$ cat config.mk
export PLATFORM = sky130hd
export DESIGN_NAME = manycore_eva_npa_xlate_flat
export DESIGN_NICKNAME = d
export VERILOG_FILES = /design/src/rtl/manycore_eva_npa_xlate_if.sv /design/src/rtl/manycore_eva_npa_xlate.sv /design/src/flat_wrapper.sv
export SDC_FILE = /design/constraint.sdc
export NUM_CORES = 1
export LEC_CHECK = 0
export CAP_MARGIN = 10
export CORE_AREA = 2 2 82 84
export CTS_CLUSTER_DIAMETER = 100
export DETAILED_ROUTE_END_ITERATION = 16
export DIE_AREA = 0 0 84 86
export PLACE_DENSITY = 0.79
export SYNTH_ARGS = -nofsm -noshare
export SYNTH_HDL_FRONTEND = slang
export SYNTH_SLANG_ARGS = --single-unit
$ cat constraint.sdc
create_clock -name clk_i -period 2 [get_ports clk_i]
set_input_delay 0.6 -clock clk_i [delete_from_list [all_inputs] [get_ports clk_i]]
set_output_delay 0.6 -clock clk_i [all_outputs]
set_load 0.05 [all_outputs]
$ cat src/rtl/manycore_eva_npa_xlate_if.sv
// Request/result bundle between the vanilla core remote path and the
// EVA->NPA translator. The master side issues EVAs and tile-group context;
// the slave side (translator) returns coordinates, EPA and the invalid flag.
interface manycore_eva_npa_xlate_if #(
    parameter int data_width_p   = 32,
    parameter int addr_width_p   = 28,
    parameter int x_cord_width_p = 6,
    parameter int y_cord_width_p = 5
);
    logic                      v_i;
    logic [data_width_p-1:0]   eva_i;
    logic                      dram_enable_i;
    logic [x_cord_width_p-1:0] tgo_x_i;
    logic [y_cord_width_p-1:0] tgo_y_i;
    logic [x_cord_width_p-1:0] tg_dim_x_i;
    logic [y_cord_width_p-1:0] tg_dim_y_i;

    logic                      v_o;
    logic [x_cord_width_p-1:0] x_cord_o;
    logic [y_cord_width_p-1:0] y_cord_o;
    logic [addr_width_p-1:0]   epa_o;
    logic                      is_invalid_addr_o;

    modport master (
        output v_i, eva_i, dram_enable_i, tgo_x_i, tgo_y_i, tg_dim_x_i, tg_dim_y_i,
        input  v_o, x_cord_o, y_cord_o, epa_o, is_invalid_addr_o
    );

    modport slave (
        input  v_i, eva_i, dram_enable_i, tgo_x_i, tgo_y_i, tg_dim_x_i, tg_dim_y_i,
        output v_o, x_cord_o, y_cord_o, epa_o, is_invalid_addr_o
    );
endinterface

$ cat src/rtl/manycore_eva_npa_xlate.sv
// Registered EVA -> NPA translator. Classifies a byte EVA as DRAM (hashed
// or direct vcache), global, tile-group or local, and produces destination
// x/y, word EPA and an invalid flag one cycle later. Invalid results carry
// zero coordinates and EPA so nothing stray reaches the packet builder.
module manycore_eva_npa_xlate #(
    parameter int data_width_p                 = 32,
    parameter int addr_width_p                 = 28,
    parameter int x_cord_width_p               = 6,
    parameter int y_cord_width_p               = 5,
    parameter int num_tiles_x_p                = 4,
    parameter int num_tiles_y_p                = 4,
    parameter int vcache_block_size_in_words_p = 8,
    parameter int vcache_size_p                = 2048,
    parameter int vcache_sets_p                = 64
) (
    input  logic                      clk_i,
    input  logic                      reset_n_i,
    manycore_eva_npa_xlate_if.slave   xlate_if
);
    localparam int B = $clog2(vcache_block_size_in_words_p);
    localparam int C = $clog2(num_tiles_x_p);
    localparam int V = $clog2(vcache_size_p);

    localparam logic [31:0] BLK_MASK   = 32'(vcache_block_size_in_words_p - 1);
    localparam logic [31:0] TILE_MASK  = 32'(num_tiles_x_p - 1);
    localparam logic [31:0] VC_MASK    = 32'(vcache_size_p - 1);
    localparam logic [y_cord_width_p-1:0] DRAM_Y = y_cord_width_p'(num_tiles_y_p + 1);

    logic [31:0]               eva;
    logic [31:0]               w32;
    logic [31:0]               lo31;

    logic [x_cord_width_p-1:0] x_xl;
    logic [y_cord_width_p-1:0] y_xl;
    logic [addr_width_p-1:0]   epa_xl;
    logic                      inv_xl;

    logic                      v_d,   v_q;
    logic [x_cord_width_p-1:0] x_d,   x_q;
    logic [y_cord_width_p-1:0] y_d,   y_q;
    logic [addr_width_p-1:0]   epa_d, epa_q;
    logic                      inv_d, inv_q;

    assign eva  = 32'(xlate_if.eva_i);
    assign w32  = {3'b000, eva[30:2]};
    assign lo31 = {1'b0, eva[30:0]};

    // Decode the EVA class and compute the raw translation for this cycle.
    always_comb begin
        x_xl   = '0;
        y_xl   = '0;
        epa_xl = '0;
        inv_xl = 1'b0;
        if (eva[31]) begin
            y_xl = DRAM_Y;
            if (xlate_if.dram_enable_i) begin
                // Block striping: block-index low bits pick the vcache column,
                // the remaining word bits are squeezed together to form the EPA.
                x_xl   = x_cord_width_p'((w32 >> B) & TILE_MASK);
                epa_xl = addr_width_p'(((w32 >> (B + C)) << B) | (w32 & BLK_MASK));
            end else begin
                x_xl   = x_cord_width_p'(eva >> (2 + V));
                epa_xl = addr_width_p'((eva >> 2) & VC_MASK);
                inv_xl = (32'(x_xl) >= 32'(num_tiles_x_p))
                       || ((lo31 >> (2 + V + x_cord_width_p)) != 32'd0);
            end
        end else if (eva[30]) begin
            y_xl   = y_cord_width_p'(32'(eva[29:24]));
            x_xl   = x_cord_width_p'(32'(eva[23:18]));
            epa_xl = addr_width_p'(32'(eva[17:2]));
        end else if (eva[29]) begin
            x_xl   = x_cord_width_p'(32'(xlate_if.tgo_x_i) + 32'(eva[23:18]));
            y_xl   = y_cord_width_p'(32'(xlate_if.tgo_y_i) + 32'(eva[28:24]));
            epa_xl = addr_width_p'(32'(eva[17:2]));
            inv_xl = (32'(eva[23:18]) >= 32'(xlate_if.tg_dim_x_i))
                   || (32'(eva[28:24]) >= 32'(xlate_if.tg_dim_y_i));
        end else begin
            inv_xl = 1'b1;
        end
    end

    // Next-state: load a fresh translation on valid, otherwise hold fields.
    always_comb begin
        v_d   = xlate_if.v_i;
        x_d   = x_q;
        y_d   = y_q;
        epa_d = epa_q;
        inv_d = inv_q;
        if (xlate_if.v_i) begin
            inv_d = inv_xl;
            x_d   = inv_xl ? '0 : x_xl;
            y_d   = inv_xl ? '0 : y_xl;
            epa_d = inv_xl ? '0 : epa_xl;
        end
    end

    // Result register; reset clears both valid and the result fields.
    always_ff @(posedge clk_i) begin
        if (!reset_n_i) begin
            v_q   <= 1'b0;
            x_q   <= '0;
            y_q   <= '0;
            epa_q <= '0;
            inv_q <= 1'b0;
        end else begin
            v_q   <= v_d;
            x_q   <= x_d;
            y_q   <= y_d;
            epa_q <= epa_d;
            inv_q <= inv_d;
        end
    end

    assign xlate_if.v_o               = v_q;
    assign xlate_if.x_cord_o          = x_q;
    assign xlate_if.y_cord_o          = y_q;
    assign xlate_if.epa_o             = epa_q;
    assign xlate_if.is_invalid_addr_o = inv_q;
endmodule

$ cat src/flat_wrapper.sv
// flat-port wrapper written by rule: the top's interface ports become plain ports
module manycore_eva_npa_xlate_flat 
#(
    parameter int data_width_p                 = 32,
    parameter int addr_width_p                 = 28,
    parameter int x_cord_width_p               = 6,
    parameter int y_cord_width_p               = 5,
    parameter int num_tiles_x_p                = 4,
    parameter int num_tiles_y_p                = 4,
    parameter int vcache_block_size_in_words_p = 8,
    parameter int vcache_size_p                = 2048,
    parameter int vcache_sets_p                = 64
)
  (clk_i, reset_n_i, xlate_if_v_i, xlate_if_eva_i, xlate_if_dram_enable_i, xlate_if_tgo_x_i, xlate_if_tgo_y_i, xlate_if_tg_dim_x_i, xlate_if_tg_dim_y_i, xlate_if_v_o, xlate_if_x_cord_o, xlate_if_y_cord_o, xlate_if_epa_o, xlate_if_is_invalid_addr_o);
  manycore_eva_npa_xlate_if #(.data_width_p(data_width_p), .addr_width_p(addr_width_p), .x_cord_width_p(x_cord_width_p), .y_cord_width_p(y_cord_width_p)) xlate_if_i ();
  input  logic clk_i;
  input  logic reset_n_i;
  input wire logic [$bits(xlate_if_i.v_i)-1:0] xlate_if_v_i;
  input wire logic [$bits(xlate_if_i.eva_i)-1:0] xlate_if_eva_i;
  input wire logic [$bits(xlate_if_i.dram_enable_i)-1:0] xlate_if_dram_enable_i;
  input wire logic [$bits(xlate_if_i.tgo_x_i)-1:0] xlate_if_tgo_x_i;
  input wire logic [$bits(xlate_if_i.tgo_y_i)-1:0] xlate_if_tgo_y_i;
  input wire logic [$bits(xlate_if_i.tg_dim_x_i)-1:0] xlate_if_tg_dim_x_i;
  input wire logic [$bits(xlate_if_i.tg_dim_y_i)-1:0] xlate_if_tg_dim_y_i;
  output wire logic [$bits(xlate_if_i.v_o)-1:0] xlate_if_v_o;
  output wire logic [$bits(xlate_if_i.x_cord_o)-1:0] xlate_if_x_cord_o;
  output wire logic [$bits(xlate_if_i.y_cord_o)-1:0] xlate_if_y_cord_o;
  output wire logic [$bits(xlate_if_i.epa_o)-1:0] xlate_if_epa_o;
  output wire logic [$bits(xlate_if_i.is_invalid_addr_o)-1:0] xlate_if_is_invalid_addr_o;
  assign xlate_if_i.v_i = xlate_if_v_i;
  assign xlate_if_i.eva_i = xlate_if_eva_i;
  assign xlate_if_i.dram_enable_i = xlate_if_dram_enable_i;
  assign xlate_if_i.tgo_x_i = xlate_if_tgo_x_i;
  assign xlate_if_i.tgo_y_i = xlate_if_tgo_y_i;
  assign xlate_if_i.tg_dim_x_i = xlate_if_tg_dim_x_i;
  assign xlate_if_i.tg_dim_y_i = xlate_if_tg_dim_y_i;
  assign xlate_if_v_o = xlate_if_i.v_o;
  assign xlate_if_x_cord_o = xlate_if_i.x_cord_o;
  assign xlate_if_y_cord_o = xlate_if_i.y_cord_o;
  assign xlate_if_epa_o = xlate_if_i.epa_o;
  assign xlate_if_is_invalid_addr_o = xlate_if_i.is_invalid_addr_o;
  manycore_eva_npa_xlate #(.data_width_p(data_width_p), .addr_width_p(addr_width_p), .x_cord_width_p(x_cord_width_p), .y_cord_width_p(y_cord_width_p), .num_tiles_x_p(num_tiles_x_p), .num_tiles_y_p(num_tiles_y_p), .vcache_block_size_in_words_p(vcache_block_size_in_words_p), .vcache_size_p(vcache_size_p), .vcache_sets_p(vcache_sets_p)) u_core (.clk_i(clk_i), .reset_n_i(reset_n_i), .xlate_if(xlate_if_i));
endmodule
==> out/metrics.cfg <==
[routing]
drc_errors=0
viasPerCell=5.32
drt-wirelength-per-cell_um=16.3
antenna_left=0
firstDrtPassIters=4
vias=2670
first_iter_violations=88
wirelength_um=8200

[timing]
timing.hold.ws_ns=0.451
maxSlewViolCount=0
grt_setup_unrepaired=yes
setup-violations-final=1
min_period_ns=2.03
hold_violations=0
skew_ns=0
period_share=1.01
setup_ws_ns=-0.0298
fmax_mhz=493

[setup_path]
cp_max_fo=5
reg2reg_to=u_core.xlate_if.epa_o[14]$_SDFFE_PN0P_
end_kind=flip-flop
cp_top_family=compound AO/OA/AOI/OAI gates
slowest_delay_ns=0.29
slowest_stage=a2111oi_4
arrival_ns=2.24
worst-path-buf-inv=4
crit_required_ns=2.21
crit_chain=buf_8 > inv_4 > ha_4 > nand2b_4 > a2111oi_4 > o31a_1 > o211ai_4 > buf_6 > buf_6 > o31ai_4
cp-start-kind=input port
r2r_start=u_core.xlate_if.epa_o[14]$_SDFFE_PN0P_
reg2reg_depth=2
path_common_cell=buf_6
criticalPathCategory=in -> reg
r2r_setup_slack_ns=1.12

[synthesis]
synth_area_um2=2430
syn_avg_cell_area_um2=8.64
ys_seq_area_frac=0.330
synth_nets=361
synthCells=281
yosysMostFrequentCell=dfxtp_1
synthFlopType=dfxtp_1
synthDistinctLibCells=50
synth-seq-cells=40
async_flop_share=0
synth_warnings=0
synth_largest_area_cell=dfxtp_1
netlist_top_cells_area=dfxtp_1, ha_1, mux2i_1
yosysTopAreaCellShare=0.330
synth_edf_count=0
synth.top_cells.by_count=dfxtp_1, nand2_1, mux2i_1

[floorplan]
core.rowCount=29
die_w_um=84
initial_core_util=0.387
fp.dieH_um=86
fp.coreArea_um2=6280
io_pins=99
floorplan.die_area_um2=7220

[global_route]
grt_pass1_vias=2759
grt-busiest-layer=met2
grt-ovfl-total=0
antenna_found_initial=0
grtUsageTotal=0.228
gr-usage-met2=0.398
grt_pass1_wl_um=13300
met1_usage=0.272
use_met3=0.0712
grt_max_degree=25

[placement]
dp_slack_ns=-0.712
portBuffers=95
routabilityCongestion=0.851
place_area_um2=3710
dpl.hpwl_um=5720

[flow_run]
drv_cap=0

[clock_tree]
cts_root_buf=clkbuf_8
clockBufferDepth=2
clk_latency_ns=0.29
path_clk_slew_ns=0.08
h-tree-depth=2
clock_sinks=40
cts_tree=done
cts_buffers=5

[layout]
final_area_um2=4190
drive_above_1_share=0.405
diodes=0
area_growth_pct=72.6
fillers=502
finalNetCount=505

[power]
p_per_area_nw_per_um2=535
power_w=0.00224
leakagePower_nw=1.93
worst_ir_drop_vdd_mv=0.456

[min_path]
hp-class=reg -> reg
worstHoldStart=u_core.xlate_if.x_cord_o[0]$_SDFFE_PN0P_
min_path_cells=2
holdPathEnd=u_core.xlate_if.x_cord_o[0]$_SDFFE_PN0P_

[run_status]
status=complete, but fails checks
violations=setup timing

[where the power goes]
part	switching (W)	total, W	leakage [nW]	internal, W
Sequential	0.0000225	0.000859	0.327	0.000836
Combinational	0.000461	0.000858	1.56	0.000397
Clock	0.000290	0.000526	0.0400	0.000236
Total	0.000773	0.00224	1.93	0.00147
[cells in the final DEF, fill, tap and decap left out, types with 4 or more instances in the layout]
master           Yosys  final
nor2_1              15     15
a21o_1               5      5
a31oi_1              4      4
clkdlybuf4s50_1      0     22
buf_4                1     89
clkbuf_8             0      5
inv_1               20     14
inv_2                0      4
o21ai_0              6      5
ha_1                20      6
ha_4                 0     11
o31ai_4              1      4
buf_6                3     13
dfxtp_1             40     40
o21ai_1             19     19
nand2_1             36     36
a21oi_1              7      4
buf_2                3      7
mux2i_1             22     22
a22oi_1              5      5
dlygate4sd2_1        0     13
[per-stage QoR]
stage          std cells  utilization  TNS [ns]
2_1_floorplan        281            -   -0.0259
3_3_place_gp         484        0.591    -16.37
3_5_place_dp         484        0.591    -17.55
4_1_cts              503        0.654    -0.283
5_1_grt              502        0.668    -0.230
6_report             502        0.668   -0.0298
[repair_timing]
item | 4_1_cts | 5_1_grt
setup endpoints to repair | 28 | 27
gates cloned | 2 | 0
hold buffers | 0 | 0
pin swaps | 32 | 24
resized for setup | 127 | 26
setup buffers | 10 | 0
[routing by layer]
layer	up-vias	routed length, µm
met4	0	161
met3	16	685
li1	1290	-
met1	1248	3400
met5	-	0
met2	116	3960
[worst reg2reg max path, cell delays in order (launching register included)]
cell	delay, ns
dfxtp_1	0.33
a22oi_1	0.31
o31ai_4	0.12
[how the worst max path moves through the flow]
stage | startpoint | endpoint | depth (start not counted)
2_1_floorplan | xlate_if_tg_dim_y_i[4] | u_core.xlate_if.epa_o[15]$_SDFFE_PN0P_ | 8
3_3_place_gp | xlate_if_tg_dim_y_i[4] | u_core.xlate_if.y_cord_o[1]$_SDFFE_PN0P_ | 9
3_5_place_dp | xlate_if_tg_dim_y_i[4] | u_core.xlate_if.y_cord_o[1]$_SDFFE_PN0P_ | 9
4_1_cts | xlate_if_eva_i[28] | u_core.xlate_if.y_cord_o[4]$_SDFFE_PN0P_ | 9
5_1_grt | xlate_if_tgo_x_i[0] | u_core.xlate_if.x_cord_o[5]$_SDFFE_PN0P_ | 9
6_report | xlate_if_eva_i[18] | u_core.xlate_if.y_cord_o[3]$_SDFFE_PN0P_ | 10
[final cells by class]
class,instances,area (µm²),area share
clock buffer,5,68.8,0.0164
clock inverter,2,12.5,0.00299
inverter,20,80.1,0.0191
timing repair buffer,155,1340,0.319
multi-input combinational,203,1790,0.428
sequential,40,801,0.191
tap,77,96.3,0.0230
[logic make-up after synthesis]
family | synth area share
AND/OR/NAND/NOR | 0.147
adder cells (fa/ha/maj) | 0.120
other | 0.00154
AO/OA/AOI/OAI | 0.226
buffers and inverters | 0.0711
flip-flops | 0.330
multiplexers | 0.0907
XOR/XNOR | 0.0144
[registers in the layout, summed over array words and instances (netlist names)]
name	cells
u_core.xlate_if.v_o	1
u_core.xlate_if.epa_o	27
u_core.xlate_if.y_cord_o	5
u_core.xlate_if.is_invalid_addr_o	1
u_core.xlate_if.x_cord_o	6
Power figures use the tool's default switching activity.
